<file path="config.mk">
export PLATFORM = sky130hd
export DESIGN_NAME = terminal_write_ctrl
export DESIGN_NICKNAME = d
export VERILOG_FILES = /design/src/rtl/terminal_write_ctrl.sv
export SDC_FILE = /design/constraint.sdc
export NUM_CORES = 1
export LEC_CHECK = 0
export BUFFER_PORTS_ARGS = -buffer_cell sky130_fd_sc_hd__buf_2
export CORE_MARGIN = 3
export CORE_UTILIZATION = 59
export CTS_CLUSTER_DIAMETER = 60
export DETAILED_ROUTE_END_ITERATION = 6
export PLACE_DENSITY = 0.94
export RECOVER_POWER = 50
export SYNTH_ARGS = -nofsm -noshare
export SYNTH_HDL_FRONTEND = slang
export SYNTH_SLANG_ARGS = --single-unit
</file>
<file path="constraint.sdc">
create_clock -name Clock -period 5.9 [get_ports Clock]
set_input_delay 0.59 -clock Clock [delete_from_list [all_inputs] [get_ports Clock]]
set_output_delay 0.59 -clock Clock [all_outputs]
set_load 0.01 [all_outputs]
</file>
<file path="src/rtl/terminal_write_ctrl.sv">
// Byte-stream controller for the 80x30 text terminal: decodes UART bytes into char-RAM writes, cursor moves and colour changes.
// Optional full-screen clear on 0x0C is built only when TERMINAL_CLEAR_EN is defined; otherwise 0x0C homes the cursor.
module terminal_write_ctrl #(
    parameter int CLOCK_HZ = 10_000_000,
    parameter int COLS     = 80,
    parameter int ROWS     = 30
) (
    input  logic        Clock,
    input  logic        Reset,
    input  logic        Valid_i,
    input  logic [7:0]  Data_i,
    output logic        Ready_o,
    output logic        WriteEnable_o,
    output logic [11:0] WriteAddress_o,
    output logic [7:0]  WriteData_o,
    output logic [2:0]  Color_o,
    output logic        ColorWE_o,
    output logic [6:0]  CursorX_o,
    output logic [4:0]  CursorY_o,
    output logic        Overflow_o
);

    // The linear address uses a fixed shift-add for 80 columns.
    if (COLS != 80 || ROWS > 32 || CLOCK_HZ <= 0) begin : g_cfg_check
        $error("terminal_write_ctrl: unsupported configuration");
    end

    localparam logic [6:0]  LAST_X    = 7'(COLS - 1);
    localparam logic [4:0]  LAST_Y    = 5'(ROWS - 1);
    localparam logic [7:0]  SPACE     = 8'h20;

`ifdef TERMINAL_CLEAR_EN
    localparam logic [11:0] LAST_ADDR = 12'(COLS * ROWS - 1);
    typedef enum logic [1:0] {IDLE, BKSP, CLEAR} state_t;
    logic [11:0] clr_cnt;
`else
    typedef enum logic [1:0] {IDLE, BKSP} state_t;
`endif

    state_t state;

    function automatic logic [11:0] lin_addr(input logic [6:0] cx, input logic [4:0] cy);
        logic [11:0] y12;
        y12 = {7'd0, cy};
        return (y12 << 6) + (y12 << 4) + {5'd0, cx};
    endfunction

    assign Ready_o = (state == IDLE);

    always_ff @(posedge Clock or negedge Reset) begin
        if (!Reset) begin
            state          <= IDLE;
            WriteEnable_o  <= 1'b0;
            WriteAddress_o <= 12'd0;
            WriteData_o    <= 8'd0;
            Color_o        <= 3'b111;
            ColorWE_o      <= 1'b0;
            CursorX_o      <= 7'd0;
            CursorY_o      <= 5'd0;
            Overflow_o     <= 1'b0;
`ifdef TERMINAL_CLEAR_EN
            clr_cnt        <= 12'd0;
`endif
        end else begin
            WriteEnable_o <= 1'b0;
            ColorWE_o     <= 1'b0;

            // Bytes arriving during BKSP/CLEAR are lost; remember that it happened.
            if (Valid_i && state != IDLE)
                Overflow_o <= 1'b1;

            case (state)
                IDLE: begin
                    if (Valid_i) begin
                        if (Data_i <= 8'h07) begin
                            Color_o   <= Data_i[2:0];
                            ColorWE_o <= 1'b1;
                        end else begin
                            case (Data_i)
                                8'h08: begin
                                    if (CursorX_o != 7'd0) begin
                                        CursorX_o <= CursorX_o - 7'd1;
                                    end else if (CursorY_o != 5'd0) begin
                                        CursorX_o <= LAST_X;
                                        CursorY_o <= CursorY_o - 5'd1;
                                    end
                                    state <= BKSP;
                                end
                                8'h0A: begin
                                    CursorY_o <= (CursorY_o == LAST_Y) ? 5'd0 : CursorY_o + 5'd1;
                                end
                                8'h0D: begin
                                    CursorX_o <= 7'd0;
                                end
                                8'h0C: begin
`ifdef TERMINAL_CLEAR_EN
                                    clr_cnt <= 12'd0;
                                    state   <= CLEAR;
`else
                                    CursorX_o <= 7'd0;
                                    CursorY_o <= 5'd0;
`endif
                                end
                                8'h1B: begin
                                    CursorX_o <= 7'd0;
                                    CursorY_o <= 5'd0;
                                end
                                default: begin
                                    WriteEnable_o  <= 1'b1;
                                    WriteAddress_o <= lin_addr(CursorX_o, CursorY_o);
                                    WriteData_o    <= Data_i;
                                    if (CursorX_o == LAST_X) begin
                                        CursorX_o <= 7'd0;
                                        CursorY_o <= (CursorY_o == LAST_Y) ? 5'd0 : CursorY_o + 5'd1;
                                    end else begin
                                        CursorX_o <= CursorX_o + 7'd1;
                                    end
                                end
                            endcase
                        end
                    end
                end

                // Cursor already retreated on entry; blank the cell it now points at.
                BKSP: begin
                    WriteEnable_o  <= 1'b1;
                    WriteAddress_o <= lin_addr(CursorX_o, CursorY_o);
                    WriteData_o    <= SPACE;
                    state          <= IDLE;
                end

`ifdef TERMINAL_CLEAR_EN
                CLEAR: begin
                    WriteEnable_o  <= 1'b1;
                    WriteAddress_o <= clr_cnt;
                    WriteData_o    <= SPACE;
                    if (clr_cnt == LAST_ADDR) begin
                        CursorX_o <= 7'd0;
                        CursorY_o <= 5'd0;
                        state     <= IDLE;
                    end else begin
                        clr_cnt <= clr_cnt + 12'd1;
                    end
                end
`endif

                default: state <= IDLE;
            endcase
        end
    end

endmodule
</file>
# Word-level counts from Yosys, hierarchy flattened
# Cells that the tools add are included.
# word_totals
ff_bits,40
inputBits,11
elab_cells,77
out_inout_bits,39
# op_classes
add_sub_neg,6
n_bitwise,3
eq_ne,15
n_reduce_logical,15
muxes,28
order_cmp,1
# op_table
op,count
$mux 12,3
$eq 8x4->1 const B,4
$mux 8,3
$pmux 12 s2,1
$mux 7,3
$pmux 7 s3,1
$mux 5,4
$pmux 5 s4,1
$pmux 8 s2,1
$add 11x9->12,1
$add 12x7->12,1
$ne 2x2->1 const B,5
$eq 8x5->1 const B,1
$le 8x3->1 const B,1
$mux 2,4
$add 7x1->7 const B,1
$eq 7x7->1 const B,1
$reduce_and 7->1,1
$reduce_bool 7->1,1
$sub 7x1->7 const B,1
$mux 1,6
$reduce_and 3->1,2
$add 5x1->5 const B,1
$eq 5x5->1 const B,1
other kinds (16),19

# Logic depth before layout (Yosys ltp)
# logic_depth
depth_word,6
ltp_mapped,11
depth_no_buf,10

# Least setup slack after synthesis
# OpenSTA, ideal clock, no wires.
# synth_path
path_type,reg2reg
from,register CursorY_o[2]
to,register WriteAddress_o[10]
period_less_slack_ns,2.506
required_time_ns,5.772
path_slack_ns,3.394
arrival_ns,2.378
setup_ns,0.128
stages_incl_launch_ff,12
path_cell_list,dfrtp_1 > clkbuf_1 > inv_1 > fa_1 > inv_1 > ha_1 > a21o_1 > a21oi_1 > o21bai_1 > a21oi_1 > xor2_1 > o21ai_0
# synth_via
elab_chain_len,6
# synth_rtl
item,line_no,rtl
from (decl),19,"output logic [4:0] CursorY_o,"
from (signal assigned),85,CursorY_o <= CursorY_o - 5'd1;
from (signal assigned),90,CursorY_o <= (CursorY_o == LAST_Y) ? 5'd0 : CursorY_o + 5'd1;
from (signal assigned),114,CursorY_o <= (CursorY_o == LAST_Y) ? 5'd0 : CursorY_o + 5'd1;
$add 11x9->12 (*),45,"return (y12 << 6) + (y12 << 4) + {5'd0, cx};"
$add 12x7->12 (*),45,
$mux 12,79,case (Data_i)
$mux 12,75,if (Data_i <= 8'h07) begin
$mux 12,74,if (Valid_i) begin
$pmux 12 s2 (*),72,case (state)
to (signal assigned),110,"WriteAddress_o <= lin_addr(CursorX_o, CursorY_o);"
to (signal assigned),127,"WriteAddress_o <= lin_addr(CursorX_o, CursorY_o);"
to (decl),14,"output logic [11:0] WriteAddress_o,"
# Mark *: on every way between the ends. The rest lies on a longest branch, timed or not. The select of a mux whose other input is x is not followed.
# A chain may end at the register's enable or synchronous reset.

# Worst setup path in the final report
# layout_path
from,register CursorY_o[0]
to,register CursorX_o[1]
# layout_via
elab_chain_len,3
# layout_rtl
item,line_no,rtl
$reduce_bool 5->1,83,end else if (CursorY_o != 5'd0) begin
$ne 3x3->1 (no line),--,
$reduce_and 5->1 (no line),--,
to (signal assigned),82,CursorX_o <= CursorX_o - 7'd1;
to (signal assigned),116,CursorX_o <= CursorX_o + 7'd1;
to (decl),18,"output logic [6:0] CursorX_o,"
# No other way between the ends.

==> out/results.txt <==
Synth area leader - dfrtp_1
number of synthesized flops with an enable pin - 0
Port-buffer cells - 49
Slowest-stage cell, CP - o41ai_4
ys async rst share - 100%
outcome - finished with violations
clock buffer depth - 2
Fin. Hold Viols - 0
CP cell instances - inv_1 -> ha_1 -> nor4b_1 -> a21oi_1 -> o41ai_4 -> mux2_2
CP Capture Type - flip-flop
Via Count - 2227
Critical Path Fanout Max - 13
postcts setup bufs - 0
Initial Utilization - 64.5%
Yosys cell types - 53
met2 Use GR - 39.5%
initial antenna violation count - 0
maximum VDD drop - 226 uV
largest cells by area after synthesis - dfrtp_1 (36%), ha_1 (7.6%), o21ai_0 (5.2%), a21oi_1 (4.8%), mux2_2 (4.1%)
maximum clock frequency - 358 MHz
Final Max Slew Viols - 40
grt met3 use - 6.39%
Synth Flop Type - dfrtp_1
Detailed Routing Iterations Pass 1 - 5
worst path bufs/invs - 1
fin worst setup slack - 3.11 ns
max incr delay on CP - 0.67 ns
wirelength, routed - 5.84 mm
Tot Pwr - 967 uW
Total Routing Usage GR - 24.3%
syn_area_per_cell - 9.07 um2
post-CTS resize count - 0
Pleak - 1.31 nW
fin util - 72.0%
post-synthesis cell count - 274
layout cells sized above 1 - 18.2%
Syn Nets - 302
Top delay family on crit path - compound AO/OA/AOI/OAI gates
Synth Register Bits - 39
post-DR vias/cell - 6.17
P per Cell Area - 348 nW/um2
GPL Wtd Cong - 0.909
top cell type's share of synthesized area - 36.3%
chip width - 70.9 um
GR peak layer - met2
P&R area growth vs syn - 11.7%
ant diodes - 0
CTS tree - built
WHS - 0.472 ns
RSZ-0062 raised after global routing - false
Tcrit/Tclk final - 47.4%
Post-CTS Hold Buffers - 0
failing checks - capacitance limit, slew limit
io pins - 50
Syn Std Cell Area - 2480 um2
clk sinks - 39
worst-margin pin slew - 2.02 ns
initial drt markers - 228
met1 usage - 30.3%
core area - 3850 um2
Clock Latency Late Sink - 0.30 ns
Place WS - 2.84 ns
setup tns final - 0 ns
site row count - 22
Required @ worst endpoint - 6.08 ns
Hold WC Path Type - reg2reg
fin crit period - 2.79 ns
sequential-to-total area share from yosys stat - 39.4%
H-Tree Depth - 2
Root Buffer - clkbuf_8
Layout fillers - 294
Max-Cap Viols - 1
Congestion Overflow GR - 0
Vert. Die Dim - 70.9 um
CTS Buf Count - 5
CP Class - reg2reg
Worst EP arrival - 2.98 ns
# DRC - 0
Startpoint Class - flip-flop
Die ar. - 5030 um2
Final #Nets - 341
Post-DP HPWL - 4.18 mm
vias in the first global route - 2083
slew margin rel. - -34.4%
warnings from Yosys - 0
drt wl/cell - 16.2 um
largest net degree at the start of global routing - 40
DRT antenna net count - 0
setup violators final - 0
first-pass GRT wire length - 9.65 mm
Final Skew - 0.0103 ns
Reg clk slew, reported paths - 0.08 ns
[through the flow]
stage | area, um2 | instances
finish | 2780 | 361
global route | 2780 | 361
CTS | 2800 | 361
detailed placement | 2710 | 354
global placement | 2710 | 354
floorplan | 2480 | 274
[worst paths after layout]
path / slack (ns) / to / cells after the start / start
worst max-delay path: 3.11 / CursorX_o[1] / 6 / CursorY_o[0]
worst min-delay path: 0.47 / Overflow_o / 1 / Overflow_o
worst max register to register: 3.11 / CursorX_o[1] / 6 / CursorY_o[0]
worst min register to register: 0.47 / Overflow_o / 1 / Overflow_o
max in group asynchronous: 3.88 / CursorX_o[5] / 1 / Reset
min in group asynchronous: 0.85 / WriteEnable_o / 1 / Reset
[sequential cells by signal, summed over array words and instances (netlist names)]
register / count
WriteEnable_o: 1
CursorX_o: 7
CursorY_o: 5
Overflow_o: 1
ColorWE_o: 1
state: 1
WriteData_o: 8
Color_o: 3
WriteAddress_o: 12
[metal layers]
| layer | up-vias | wire, um |
|---|---|---|
| met5 | - | 0 |
| met4 | 0 | 141 |
| met3 | 14 | 334 |
| met2 | 89 | 2880 |
| met1 | 1070 | 2480 |
| li1 | 1054 | - |
[logic make-up (layout without fill, tap and decap cells)]
family	count (synthesis)	in the layout	synth area share [%]
adder cells (fa/ha/maj)	17	17	9.16
flip-flops	39	39	39.4
XOR/XNOR	5	5	1.76
buffers and inverters	30	69	5.24
multiplexers	13	13	5.69
AO/OA/AOI/OAI	80	80	20.1
AND/OR/NAND/NOR	90	90	18.6
[layout make-up]
cell class                      count  area (um2)  area share (%)
Clock inverter                      1        5.00           0.180
Multi-Input combinational cell    205        1380            49.5
Inverter                           12        45.0            1.62
Tap cell                           48        60.1            2.16
Sequential cell                    39         980            35.3
Timing Repair Buffer               50         229            8.25
Clock buffer                        6        82.6            2.97
[layout by cell type, fill, tap and decap left out, drive strengths merged, types with 3 or more instances in the layout]
cell type  synthesis  final
dfrtp             36     36
buf                8     31
o21ai             30     30
nand2             26     26
a21oi             25     25
clkbuf            10     25
nor2              20     20
ha                15     15
nand3             13     13
inv               12     12
mux2               9      9
nor3               5      5
and3               5      5
nor2b              4      4
a21o               4      4
mux2i              4      4
dfstp              3      3
nand2b             3      3
xor2               3      3
[worst register-to-register path: stages (launching register included)]
cell and delay (ns):
dfrtp_1 0.49, inv_1 0.19, ha_1 0.26, nor4b_1 0.47
a21oi_1 0.19, o41ai_4 0.67, mux2_2 0.41
[synth_stat cells (all sizes together) (3+ instances only)]
cell type / instances
dfrtp: 36
o21ai: 30
nor2b: 4
ha: 15
clkbuf: 10
nor2: 20
nand2: 26
buf: 8
and3: 5
nand2b: 3
mux2: 9
mux2i: 4
a21o: 4
xor2: 3
nand3: 13
a21oi: 25
dfstp: 3
inv: 12
nor3: 5
[power by group]
| part | switching, mW | internal [mW] | total (mW) |
|---|---|---|---|
| logic | 0.206 | 0.157 | 0.363 |
| clock network | 0.0924 | 0.0917 | 0.184 |
| registers | 0.0847 | 0.335 | 0.420 |
No activity file was read; power rests on OpenSTA's default activity.
